--- src/rtl/axis_pattern_source.sv ---
// axis_pattern_source: AXI-Stream master emitting deterministic, frame-aligned 8-bit test patterns.
// Define AXIS_PATTERN_LFSR_EN to build the LFSR pattern for MODE=3; otherwise MODE=3 is a ramp.
//
// state  | meaning
// IDLE   | no frame in progress, waiting for START
// STREAM | presenting the beats of a frame, held until accepted

module axis_pattern_source #(
    parameter int H_PIXELS        = 640,
    parameter int V_LINES         = 480,
    parameter int BYTES_PER_PIXEL = 2
) (
    input  logic       i_CLK,
    input  logic       i_RST,
    input  logic       START,
    input  logic [1:0] MODE,
    input  logic       CONTINUOUS,
    output logic [7:0] M_AXIS_DATA,
    output logic       M_AXIS_VALID,
    input  logic       M_AXIS_READY,
    output logic       M_AXIS_LAST,
    output logic       BUSY,
    output logic       FRAME_DONE
);

    typedef enum logic {
        ST_IDLE   = 1'b0,
        ST_STREAM = 1'b1
    } state_t;

    localparam logic [1:0]  B_MAX   = 2'(BYTES_PER_PIXEL - 1);
    localparam logic [15:0] X_MAX   = 16'(H_PIXELS - 1);
    localparam logic [15:0] Y_MAX   = 16'(V_LINES - 1);
    localparam logic [15:0] BAR_DIV = 16'(H_PIXELS / 8);

    state_t      state_q, state_d;
    logic [1:0]  mode_q, mode_d;
    logic [1:0]  b_q, b_d;
    logic [15:0] x_q, x_d;
    logic [15:0] y_q, y_d;
    logic [7:0]  n_q, n_d;
    logic [7:0]  data_q, data_d;
    logic        valid_q, valid_d;
    logic        last_q, last_d;
    logic        busy_q, busy_d;
    logic        done_q, done_d;
    logic        start_frame, step, accept;

`ifdef AXIS_PATTERN_LFSR_EN
    localparam logic [7:0] LFSR_SEED = 8'hA5;
    logic [7:0] lfsr_q, lfsr_d;
`endif

    assign accept = valid_q & M_AXIS_READY;

    always_comb begin
        state_d     = state_q;
        mode_d      = mode_q;
        b_d         = b_q;
        x_d         = x_q;
        y_d         = y_q;
        n_d         = n_q;
        data_d      = data_q;
        valid_d     = valid_q;
        last_d      = last_q;
        done_d      = 1'b0;
        start_frame = 1'b0;
        step        = 1'b0;
`ifdef AXIS_PATTERN_LFSR_EN
        lfsr_d      = lfsr_q;
`endif

        case (state_q)
            ST_IDLE: begin
                if (START) begin
                    state_d     = ST_STREAM;
                    start_frame = 1'b1;
                end
            end
            ST_STREAM: begin
                if (accept) begin
                    if (last_q) begin
                        done_d = 1'b1;
                        if (CONTINUOUS) begin
                            start_frame = 1'b1;
                        end else begin
                            state_d = ST_IDLE;
                            valid_d = 1'b0;
                            last_d  = 1'b0;
                        end
                    end else begin
                        step = 1'b1;
                    end
                end
            end
            default: state_d = ST_IDLE;
        endcase

        if (start_frame) begin
            mode_d = MODE;
            b_d    = '0;
            x_d    = '0;
            y_d    = '0;
            n_d    = '0;
`ifdef AXIS_PATTERN_LFSR_EN
            lfsr_d = LFSR_SEED;
`endif
        end else if (step) begin
            n_d = n_q + 8'd1;
`ifdef AXIS_PATTERN_LFSR_EN
            lfsr_d = {lfsr_q[6:0], lfsr_q[7] ^ lfsr_q[5] ^ lfsr_q[4] ^ lfsr_q[3]};
`endif
            if (b_q != B_MAX) begin
                b_d = b_q + 2'd1;
            end else begin
                b_d = '0;
                if (x_q != X_MAX) begin
                    x_d = x_q + 16'd1;
                end else begin
                    x_d = '0;
                    y_d = y_q + 16'd1;
                end
            end
        end

        // Outputs are registered, so the pattern is computed from the next counter values.
        if (start_frame || step) begin
            valid_d = 1'b1;
            last_d  = (b_d == B_MAX) && (x_d == X_MAX) && (y_d == Y_MAX);
            case (mode_d)
                2'd1:    data_d = {3'(x_d / BAR_DIV), 3'b000, b_d};
                2'd2:    data_d = (x_d[3] ^ y_d[3]) ? 8'hFF : 8'h00;
`ifdef AXIS_PATTERN_LFSR_EN
                2'd3:    data_d = lfsr_d;
`endif
                default: data_d = n_d;
            endcase
        end
    end

    assign busy_d = (state_d == ST_STREAM);

    always_ff @(posedge i_CLK or posedge i_RST) begin
        if (i_RST) begin
            state_q <= ST_IDLE;
            mode_q  <= '0;
            b_q     <= '0;
            x_q     <= '0;
            y_q     <= '0;
            n_q     <= '0;
            data_q  <= '0;
            valid_q <= 1'b0;
            last_q  <= 1'b0;
            busy_q  <= 1'b0;
            done_q  <= 1'b0;
        end else begin
            state_q <= state_d;
            mode_q  <= mode_d;
            b_q     <= b_d;
            x_q     <= x_d;
            y_q     <= y_d;
            n_q     <= n_d;
            data_q  <= data_d;
            valid_q <= valid_d;
            last_q  <= last_d;
            busy_q  <= busy_d;
            done_q  <= done_d;
        end
    end

`ifdef AXIS_PATTERN_LFSR_EN
    always_ff @(posedge i_CLK or posedge i_RST) begin
        if (i_RST) begin
            lfsr_q <= LFSR_SEED;
        end else begin
            lfsr_q <= lfsr_d;
        end
    end
`endif

    assign M_AXIS_DATA  = data_q;
    assign M_AXIS_VALID = valid_q;
    assign M_AXIS_LAST  = last_q;
    assign BUSY         = busy_q;
    assign FRAME_DONE   = done_q;

endmodule

--- config.mk ---
export PLATFORM = sky130hd
export DESIGN_NAME = axis_pattern_source
export DESIGN_NICKNAME = d
export VERILOG_FILES = /design/src/rtl/axis_pattern_source.sv
export SDC_FILE = /design/constraint.sdc
export NUM_CORES = 1
export LEC_CHECK = 0
export CORE_ASPECT_RATIO = 1.1
export CORE_MARGIN = 2
export CORE_UTILIZATION = 61
export CTS_CLUSTER_DIAMETER = 40
export DETAILED_ROUTE_END_ITERATION = 8
export PLACE_DENSITY = 0.8
export SYNTH_ARGS = -nofsm -noshare
export SYNTH_HDL_FRONTEND = slang
export SYNTH_SLANG_ARGS = --single-unit
--- constraint.sdc ---
create_clock -name i_CLK -period 4.8 [get_ports i_CLK]
set_clock_uncertainty 0.2 [all_clocks]
set_input_delay 1.2 -clock i_CLK [delete_from_list [all_inputs] [get_ports i_CLK]]
set_output_delay 1.2 -clock i_CLK [all_outputs]
set_load 0.01 [all_outputs]
==> results.cfg <==
[status]
run_status = complete, no violations

[floorplan]
io_pins = 19
coreArea_um2 = 6516
die_x_um = 81.93
start_util_pct = 62.54
num_rows = 31
dieArea_um2 = 7351
die-height_um = 89.73

[routing]
first_pass_iters = 6
via_per_inst = 6.424
ant_nets = 0
vias = 4336
drc_errors = 0
drt_iter0_drc = 413
wl_per_cell_um = 17.72
wirelength_um = 11960

[clock_network]
clkLatencyLatePin_ns = 0.31
cts_sinks = 56
cts_max_level = 2
clkTransAtPathRegs_ns = 0.10
clockRootBuffer = clkbuf_8
clockBufferDepth = 2
cts_buffers = 5
cts_tree = yes

[pwr]
pwr-share-clk_pct = 18.7
seqPwrFrac_pct = 43.5
cellLeakagePower_nw = 2.420
power_frac_comb_pct = 37.9
powerDensity_nw_per_um2 = 264.3
p_int_mw = 0.8883
switching_share_pct = 36.71
peakVddDrop_mv = 0.2316
p_sw_mw = 0.5152

[setup_path]
startpoint = M_AXIS_READY
crit_arrival_ns = 4.71
crit_cells = 16
max_stage_delay_ns = 0.49
crit_family = simple AND/OR/NAND/NOR gates
required_ns = 4.79
reg2reg_slack_ns = 0.24
cp_max_fo = 7
path_buf_inv = 3
rr_endpoint = M_AXIS_DATA[5]
r2r-start = x_q[0]
crit_path_end_kind = flop
crit_end = M_AXIS_DATA[5]
slowest_stage = or4_4
reg2regPathDepth = 18
path_class = input port to flop
cp_common_cell = a21oi_1
cp-start-kind = input port
path_cells = clkdlybuf4s15_1 > and4b_2 > nand3_4 > or4_4 > a21oi_4 > a21o_1 > mux2i_1 > a222oi_1 > buf_4 > buf_6 > a21oi_1 > or4_4 > and2_4 > a211o_1 > a21oi_1 > a21oi_1

[timing]
setup_viol = 0
finalCritPeriodShare_pct = 98.31
setup_tns_ns = 0
maxSlewViolCount = 0
hold_ws_ns = 0.3092
fin_crit_ns = 4.719
max-slew-margin-rel_pct = 45.41
hold_violations = 0
timing.fmax_mhz = 211.9
worst_pin_slew_ns = 0.8177

[logic_synthesis]
ys_types = 83
async_flop_share_pct = 100.0
synth_seq_cells = 56
synth-seq-area-share_pct = 34.39
synth-xor-area-share_pct = 6.877
netlist_instances = 482
synth_mux_area_share_pct = 1.965
synth-compound-area-share_pct = 22.51
syn_avg_cell_area_um2 = 8.455
synth_fp_nets = 494
synth_edf_count = 0
yosys_warnings = 0
synth_top_family_by_area = simple AND/OR/NAND/NOR gates
synthAdderAreaFrac_pct = 1.535
yosys.area_share.simple_pct = 28.58
ys.flop_type = dfrtp_1
synthesis.area_um2 = 4075

[global_route]
grt_pass1_vias = 4215
grt_max_degree = 41
track_usage_pct = 31.76
antenna_found_initial = 0
grt-ovfl-total = 0
grt_first_pass_wirelength_um = 18840

[layout]
diodes = 0
layout-drive-gt1-share_pct = 27.15
areaGrowthSynthToFinish_pct = 30.30
design_area_um2 = 5310
n_fill_cell = 402
layout.nets = 604

[place]
gp_congestion = 0.9322
port_buffers = 18
dpl_cell_area_um2 = 4920
dpl.hpwl_um = 8461

[run]
cap_violations = 0

[hold_path]
hp-class = flop to flop
state kept, by name (all words and copies together), names as in the netlist:
name,count
x_q,16
y_q,16
M_AXIS_DATA,8
n_q,8
b_q,2
mode_q,2
BUSY,1
FRAME_DONE,1
M_AXIS_LAST,1
M_AXIS_VALID,1
placed cells by master (no fill, tap or decap), drive strengths merged, types with 6 or more instances in the layout:
cell type and n:
nor2 63, a21o 7, o21ai 22, a21oi 30, xor2 16, nand2 46, nor4 8, buf 103
inv 15, and3 10, xnor2 16, clkdlybuf4s50 17, nand4 18, dfrtp 56, mux2i 8, nor3 8
nand3 29, nand2b 6, nor2b 6, and2 8
per-stage QoR:
| stage | setup WS, ns | total power [mW] | util, % | instances |
|---|---|---|---|---|
| floorplan | 0.1885 | 0.9062 | - | 482 |
| global placement | -0.4735 | 1.076 | 75.50 | 650 |
| detailed placement | -0.4913 | 1.094 | 75.50 | 650 |
| CTS | 0.04525 | 1.358 | 78.92 | 668 |
| global route | -0.04362 | 1.487 | 81.49 | 675 |
| finish | 0.08088 | 1.404 | 81.49 | 675 |
repair_timing:
| item | CTS | global route |
|---|---|---|
| hold buffers | 0 | 0 |
| setup buffers | 10 | 7 |
| endpoints found under the setup margin | 3 | 3 |
| gates resized for setup | 17 | 26 |
| pin swaps | 8 | 12 |
cell families after synthesis:
group	after synthesis
adder cells (fa/ha/maj)	5
AND/OR/NAND/NOR	222
AO/OA/AOI/OAI	123
XOR/XNOR	32
multiplexers	8
buffers and inverters	36
flip-flops	56
cell type report:
type	instances	area, um2	area share, %
clock buffers	5	68.82	1.296
multi-input cells	390	2663	50.14
flip-flops and latches	56	1401	26.39
repair buffers	121	980.9	18.47
inverters	18	72.57	1.367
well taps	82	102.6	1.932
clock inverters	3	21.27	0.4006
worst min-delay path by stage:
stage | start | endpoint | slack, ns | depth (start not counted)
final | M_AXIS_DATA[0] | M_AXIS_DATA[0] | 0.31 | 2
after global routing | M_AXIS_DATA[0] | M_AXIS_DATA[0] | 0.37 | 2
after CTS | M_AXIS_DATA[0] | M_AXIS_DATA[0] | 0.31 | 2
after detailed placement | M_AXIS_DATA[0] | M_AXIS_DATA[0] | 0.29 | 2
after global placement | M_AXIS_DATA[0] | M_AXIS_DATA[0] | 0.28 | 2
after floorplan | mode_q[1] | mode_q[1] | 0.28 | 2
Yosys cell counts (all sizes together) (5+ instances only):
cell type,n,area share (%)
clkbuf,7,0.64
a21oi,30,4.0
o22ai,5,0.77
dfrtp,56,34
inv,14,1.4
xnor2,16,3.4
and4,5,1.1
nor2b,6,0.92
nor3,8,0.98
xor2,16,3.4
mux2i,8,2.0
nand2,46,4.2
nand2b,6,0.92
ha,5,1.5
buf,11,1.7
and2,8,1.3
nand4,18,3.1
and3,10,1.5
nor4,8,1.7
nor2,63,5.9
o21ai,22,3.3
nand3,29,3.7
o211a,5,1.2
a21o,7,1.3
power groups by stage:
stage	Clock [mW]	Sequential (mW)	Combinational, mW
floorplan	0	0.600	0.306
global placement	0	0.607	0.469
detailed placement	0	0.613	0.480
CTS	0.262	0.606	0.489
global route	0.286	0.619	0.582
finish	0.262	0.610	0.532
worst reg2reg max path: cells and delay by family, from the launching register on:
family	cells	cell delay, ns
adders and majority gates	1	0.34
xor gates and xnor gates	1	0.12
DFF	1	0.46
AOI/OAI and AO/OA	7	1.18
buffers and inverters	5	0.77
and+or+nand+nor	4	1.36
per-layer routing:
metal	GRT usage [%]	wire, um	vias up
met5	0	0	-
met4	12.50	512	0
met3	3.313	635	63
met2	55.08	5959	208
met1	39.49	4857	2058
li1	-	-	2007
Note: power is estimated with default switching activity, not from simulation.
